### src/rtl/tt_logic_tester.sv
`default_nettype none
// ============================================================================
//  Module      : tt_logic_tester
//  Description : Exhaustive tester for the 3-input gate y = a | (b & c).
//                Sweeps vec 0..7, holds each vector settle+1 cycles, samples
//                the gate response on the last hold cycle and keeps a
//                saturating 2-bit error count. Clock and active-low
//                synchronous reset arrive on io_in[0] and io_in[1].
//                Optional build macro TT_TESTER_LOOP_EN: io_in[6] makes the
//                tester re-run the sweep continuously from DONE.
//  Revision    : 1.0 - initial release
// ============================================================================
module tt_logic_tester (
    input  wire  [7:0] io_in,
    output logic [7:0] io_out
);

    typedef enum logic [1:0] {
        ST_IDLE = 2'd0,
        ST_RUN  = 2'd1,
        ST_DONE = 2'd2
    } state_t;

    // Pin breakout
    logic       clk;
    logic       rst_n;
    logic       w_start;
    logic       w_resp;
    logic [1:0] w_settle;
    logic       w_loop;

    assign clk      = io_in[0];
    assign rst_n    = io_in[1];
    assign w_start  = io_in[2];
    assign w_resp   = io_in[3];
    assign w_settle = io_in[5:4];
    assign w_loop   = io_in[6];

    state_t     r_state;
    logic       r_start_q;
    logic       r_armed;
    logic [1:0] r_settle;
    logic [1:0] r_hold;
    logic [2:0] r_vec;
    logic [1:0] r_err;
    logic       r_busy;
    logic       r_done;
    logic       r_pass;

    logic       w_start_edge;
    logic       w_restart;
    logic       w_launch;
    logic       w_exp;
    logic       w_mismatch;
    logic [1:0] w_err_next;
    logic       w_last_hold;

    // r_armed blocks a start level that was already high across reset release
    assign w_start_edge = w_start & ~r_start_q & r_armed;

`ifdef TT_TESTER_LOOP_EN
    assign w_restart = w_start_edge | w_loop;
    logic w_unused_ok;
    assign w_unused_ok = io_in[7];
`else
    assign w_restart = w_start_edge;
    logic w_unused_ok;
    assign w_unused_ok = &{io_in[7], w_loop};
`endif

    // A new sweep starts from IDLE on a start edge, or from DONE on a restart
    assign w_launch = ((r_state == ST_IDLE) && w_start_edge) ||
                      ((r_state == ST_DONE) && w_restart);

    // Reference gate and saturating error update for the current vector
    assign w_exp       = r_vec[0] | (r_vec[1] & r_vec[2]);
    assign w_mismatch  = (w_resp != w_exp);
    assign w_err_next  = (w_mismatch && (r_err != 2'd3)) ? (r_err + 2'd1) : r_err;
    assign w_last_hold = (r_hold == r_settle);

    // Start level history and re-arm tracking for edge detection
    always_ff @(posedge clk) begin
        if (!rst_n) begin
            r_start_q <= 1'b0;
            r_armed   <= ~w_start;
        end else begin
            r_start_q <= w_start;
            if (!w_start) begin
                r_armed <= 1'b1;
            end
        end
    end

    // Sweep controller: state, stimulus vector, hold timer, error count, flags
    always_ff @(posedge clk) begin
        if (!rst_n) begin
            r_state  <= ST_IDLE;
            r_settle <= 2'd0;
            r_hold   <= 2'd0;
            r_vec    <= 3'd0;
            r_err    <= 2'd0;
            r_busy   <= 1'b0;
            r_done   <= 1'b0;
            r_pass   <= 1'b0;
        end else if (w_launch) begin
            r_state  <= ST_RUN;
            r_settle <= w_settle;
            r_hold   <= 2'd0;
            r_vec    <= 3'd0;
            r_err    <= 2'd0;
            r_busy   <= 1'b1;
            r_done   <= 1'b0;
            r_pass   <= 1'b0;
        end else begin
            case (r_state)
                ST_IDLE: begin
                    r_busy <= 1'b0;
                    r_done <= 1'b0;
                    r_pass <= 1'b0;
                end
                ST_RUN: begin
                    if (w_last_hold) begin
                        r_err <= w_err_next;
                        if (r_vec == 3'd7) begin
                            r_state <= ST_DONE;
                            r_busy  <= 1'b0;
                            r_done  <= 1'b1;
                            r_pass  <= (w_err_next == 2'd0);
                        end else begin
                            r_vec  <= r_vec + 3'd1;
                            r_hold <= 2'd0;
                        end
                    end else begin
                        r_hold <= r_hold + 2'd1;
                    end
                end
                ST_DONE: begin
                    // vec, err_cnt and pass hold until restart or reset
                    r_done <= 1'b1;
                end
                default: begin
                    r_state <= ST_IDLE;
                    r_busy  <= 1'b0;
                    r_done  <= 1'b0;
                    r_pass  <= 1'b0;
                end
            endcase
        end
    end

    assign io_out = {r_err, r_pass, r_done, r_busy, r_vec};

endmodule : tt_logic_tester
`default_nettype wire

### config.mk
export PLATFORM = sky130hd
export DESIGN_NAME = tt_logic_tester
export DESIGN_NICKNAME = d
export VERILOG_FILES = /design/src/rtl/tt_logic_tester.sv
export SDC_FILE = /design/constraint.sdc
export NUM_CORES = 1
export LEC_CHECK = 0
export ABC_AREA = 1
export BUFFER_PORTS_ARGS = -buffer_cell sky130_fd_sc_hd__buf_4
export CAP_MARGIN = 30
export CORE_MARGIN = 5
export CORE_UTILIZATION = 40
export CTS_CLUSTER_SIZE = 30
export DETAILED_ROUTE_END_ITERATION = 8
export GPL_TIMING_DRIVEN = 1
export PLACE_DENSITY = 0.66
export SLEW_MARGIN = 0
export SYNTH_ARGS = -nofsm -noshare
export SYNTH_HDL_FRONTEND = slang
export SYNTH_SLANG_ARGS = --single-unit
### constraint.sdc
create_clock -name io_in -period 1.3 [get_ports io_in]
set_clock_uncertainty 0.05 [all_clocks]
set_input_delay 0.195 -clock io_in [delete_from_list [all_inputs] [get_ports io_in]]
set_output_delay 0.195 -clock io_in [all_outputs]
set_load 0.05 [all_outputs]
==> results of run 1 <==
-- metal layers --
layer,GRT usage (%),GRT overflow
met5,3.571,0
met4,47.92,0
met3,15240,65530
met2,42.57,0
met1,21.56,0
-- what timing repair did --
| action | in CTS |
|---|---|
| pin swaps | 16 |
| gates resized for setup | 83 |
| hold endpoints to repair | 0 |
| setup endpoints to repair | 31 |
| buffers inserted | 12 |
-- logic make-up after synthesis --
kind of cell               Yosys count  share of synthesized area [%]
DFF                                 16                          39.52
and+or+nand+nor                     50                          27.10
adders and majority gates            6                          8.982
xor gates and xnor gates             3                          3.144
AOI/OAI and AO/OA                   15                          9.580
buffers and inverters               23                          11.68
-- per-stage QoR --
step	worst slack [ps]	hold WS [ps]
after floorplan	-4.469	69.31
after CTS	-186.3	-160.3
after detailed placement	-103.9	69.31
after global placement	-86.05	69.31
==> metrics.md, run 1 <==
| Metric | Value |
|---|---|
| Chip width | `~56 um` |
| Gr ovfl total | `65530` |
| Largest area contributor in the netlist | `dfxtp_1` |
| Largest net degree at the start of global routing | `10` |
| Net Count, Synth | `127` |
| Synth Warn # | `0` |
| Gpl congestion | `0.7047` |
| Synth Area per Inst | `7.396 um^2` |
| Synthesized cell area | `between 800 and 900 um^2` |
| Top post-synthesis cells by count | `23 x nand2_1, 20 x inv_1, 15 x dfxtp_1` |
| Top cells by area, synth | `dfxtp_1 36%, nand2_1 10%, ha_1 9.0%, inv_1 9.0%, nand3_1 6.6%` |
| Rows | `16` |
| Post-synthesis sequential area ratio | `39.52%` |
| Most common cell in the synthesized netlist | `nand2_1` |
| Async S/R FF share, synth | `0%` |
| Yosys top cell area share | `35.93%` |
| Post-synth EDFFs | `1` |
| Worst ep type | `sequential cell input` |
| Post-DP HPWL | `about 1200 um` |
| Worst setup endpoint GRT | `r_err[1]$_SDFFE_PP0P_/D` |
| Distinct cells, synth | `18` |
| DIE HEIGHT | `55.71 um` |
| Stop Error | `[ERROR GRT-0232] Routing congestion too high. Check the congestion heatmap in the GUI.` |
| Top_reg_cell synth | `dfxtp_1` |
| Initial Util | `roughly 42%` |
| FF+latch count, synth | `16` |
| Status | `aborted with a tool error` |
| Failing step | `global routing (5_1_grt)` |
| Cell Area, Placed | `987.2 um^2` |
| GRT Util Overall | `3174%` |
| Cells after Synth | `113` |
| I/O pins | `16` |
| Cts hold-fix bufs | `0` |
| Port bufs | `8` |
| Placed cells | `roughly 150` |
==> run 2, diff against run 1 <==
--- a/config.mk
+++ b/config.mk
@@ -8,12 +8,11 @@
 export ABC_AREA = 1
 export BUFFER_PORTS_ARGS = -buffer_cell sky130_fd_sc_hd__buf_4
 export CAP_MARGIN = 30
-export CORE_MARGIN = 5
-export CORE_UTILIZATION = 40
-export CTS_CLUSTER_SIZE = 30
+export CORE_AREA = 5 5 66 68
 export DETAILED_ROUTE_END_ITERATION = 8
+export DIE_AREA = 0 0 71 73
 export GPL_TIMING_DRIVEN = 1
-export PLACE_DENSITY = 0.66
+export PLACE_DENSITY_LB_ADDON = 0.15
 export SLEW_MARGIN = 0
 export SYNTH_ARGS = -nofsm -noshare
 export SYNTH_HDL_FRONTEND = slang
==> constraint.sdc (replaced) <==
create_clock -name io_in -period 1.7 [get_ports io_in]
set_clock_uncertainty 0.05 [all_clocks]
set_input_delay 0.255 -clock io_in [delete_from_list [all_inputs] [get_ports io_in]]
set_output_delay 0.255 -clock io_in [all_outputs]
set_load 0.05 [all_outputs]
==> metrics.md, run 2 <==
| Metric | Value |
|---|---|
| Status | `finished, violations left` |
| Violated checks | `negative hold slack` |
| Most common cell after layout, fill and taps aside | `clkbuf_8` |
| Initial Util | `22.00%` |
| VDD IR max | `1499 uV` |
| Synth Area per Inst | `7.396 um^2` |
| Gr ovfl total | `0` |
| Post-route setup slack | `60.84 ps` |
| Largest family of logic cells by synthesized area | `simple AND/OR/NAND/NOR gates` |
| Final ANT Viol Nets | `0` |
| Cells after Synth | `113` |
| Power Total | `4114 uW` |
| Setup Viol. Count Final | `0` |
| Crit Path Category | `clock port to flip-flop` |
| Synthesized cell area | `835.8 um^2` |
| Fraction of layout cells with a size suffix above 1 | `46.39%` |
| Top cells by area, synth | `dfxtp_1 36%, nand2_1 10%, ha_1 9.0%, inv_1 9.0%, nand3_1 6.6%` |
| Yosys top cell area share | `35.93%` |
| DRT Wirelength | `2653 um` |
| Clock transition at path regs | `70 ps` |
| Worst EP required | `1860 ps` |
| First-pass GRT wire length | `between 4000 and 5000 um` |
| Port bufs | `8` |
| Core ar. | `3799 um^2` |
| Post-DP HPWL | `1286 um` |
| Cts hold-fix bufs | `0` |
| Most frequent cells in the layout | `26 x clkbuf_8, 22 x inv_1, 14 x nand2_1, 12 x dfxtp_1` |
| Crit path largest cell delay | `about 150 ps` |
| Post-synthesis sequential area ratio | `between 30% and 40%` |
| Rows | `23` |
| Buf/Inv on CP | `5` |
| Async S/R FF share, synth | `0%` |
| Distinct cells, synth | `18` |
| Number of remaining DRC errors | `0` |
| Crit start category | `clock port` |
| Largest Register | `r_vec` |
| Iter 0 DRT Violations | `83` |
| FF+latch count, synth | `16` |
| Antenna violations before repair | `0` |
| Largest net degree at the start of global routing | `10` |
| Power Density | `2537 nW/um^2` |
| Die Area | `5183 um^2` |
| Top_reg_cell synth | `dfxtp_1` |
| Crit path max-delay cell type | `clkbuf_8` |
| P_leak | `0.0007260 uW` |
| Worst slew margin | `80.28%` |
| CP endpoint kind | `flip-flop` |
| Largest area contributor in the netlist | `dfxtp_1` |
| Post-synthesis adder-cell area fraction | `between 8 and 9%` |
| Vias in the first global route | `1408` |
| Chip width | `between 70 and 80 um` |
| N_diodes | `0` |
| Final Hold Viols | `2` |
| Drt first pass iters | `3` |
| Crit path DAT | `about 1800 ps` |
| Gpl congestion | `0.7147` |
| Largest register FFs | `3` |
| Final #Nets | `roughly 180` |
| Worst Tran Pin Value | `295.8 ps` |
| Max-slew violation total from the final report | `0` |
| Final Util | `42.69%` |
| Hold Path Class | `clock port to flip-flop` |
| XOR/XNOR Fraction of Synth Area | `3.144%` |
| RSZ-0062 raised after global routing | `true` |
| Most common cell in the synthesized netlist | `nand2_1` |
| DR vias | `966` |
| GRT Util Overall | `13.25%` |
| DIE HEIGHT | `between 70 and 80 um` |
| Synth Area in Compound Gates | `9.581%` |
| Clk_lat worst skew | `260 ps` |
| Hold_ws | `-136.1 ps` |
| FILL cells | `396` |
| Top post-synthesis cells by count | `23 x nand2_1, 20 x inv_1, 15 x dfxtp_1` |
| CP delay by family, top | `buffers and inverters` |
| Post-synth EDFFs | `1` |
| Wire per inst | `12.28 um` |
| Worst-path cell chain | `buf_8 > nand2_8 > clkbuf_8 > nand3_4 > clkbuf_8 > nand2_4 > nand2_4 > buf_8 > nand2_2 > o211ai_1 > inv_1` |
| Post-synthesis mux area share | `0%` |
| Worst-path maximum fanout | `2` |
| Net Count, Synth | `127` |
| I/O pins | `16` |
| Synth Warn # | `0` |
| Maxcap violations | `0` |
| Area Overhead vs Synth | `94.01%` |
| Via/cell ratio | `4.472` |
| Post-synthesis simple-gate area fraction | `27.10%` |
| Pre-CTS setup slack | `124.0 ps` |
| CTS tree | `yes` |
## run 2: power breakdown
part | switching [uW] | total [uW] | internal (uW)
clock | 1390 | 3680 | 2290
sequential | 0 | 434 | 434
combinational | 0 | 0.000154 | 0
## run 2: through the flow
step	area (um^2)	hold slack, ps	setup TNS (ps)	instances
after floorplan	835.8	69.31	0	113
after global placement	935.9	69.31	0	168
after detailed placement	935.9	69.31	0	168
after CTS	1595	-133.7	0	217
after global routing	1622	-127.6	-34.79	216
final	1622	-136.1	0	216
## run 2: final cells by class
class | instances | area, um^2 | area share [%]
timing repair buffer | 8 | 60.06 | 3.704
inverter | 12 | 45.04 | 2.778
multi-input combinational | 74 | 525.5 | 32.41
clock inverter | 16 | 63.81 | 3.935
tap | 50 | 62.56 | 3.858
sequential | 16 | 334.1 | 20.60
clock buffer | 40 | 530.5 | 32.72
## run 2: cells by family after synthesis
| kind of cell | after synthesis |
|---|---|
| AO/OA/AOI/OAI | 15 |
| XOR/XNOR | 3 |
| adder cells (fa/ha/maj) | 6 |
| buffers and inverters | 23 |
| flip-flops | 16 |
| AND/OR/NAND/NOR | 50 |
## run 2: final timing paths
check,from,endpoint,slack [ps],cells past startpoint
hold reg to reg,r_done,r_done,420,2
hold / removal,io_in[5],r_settle[1],-140,2
setup / recovery,io_in[3],r_err[1],60,11
setup reg to reg,r_vec[1],r_err[1],120,12
## run 2: timing repair
action | 4_1_cts | 5_1_grt
setup buffers | 3 | 0
pin swaps | 13 | 7
gates resized for setup | 29 | 21
setup endpoints to repair | 15 | 15
## run 2: layer usage
| layer | up-vias | GRT usage, % | wire length (um) |
|---|---|---|---|
| met1 | 427 | 5.902 | 949 |
| met3 | 24 | 21.07 | 414 |
| met5 | - | 2.020 | 0 |
| met2 | 55 | 10.40 | 1134 |
| met4 | 0 | 27.97 | 154 |
| li1 | 460 | - | - |
Note: power is estimated with default switching activity, not from simulation.
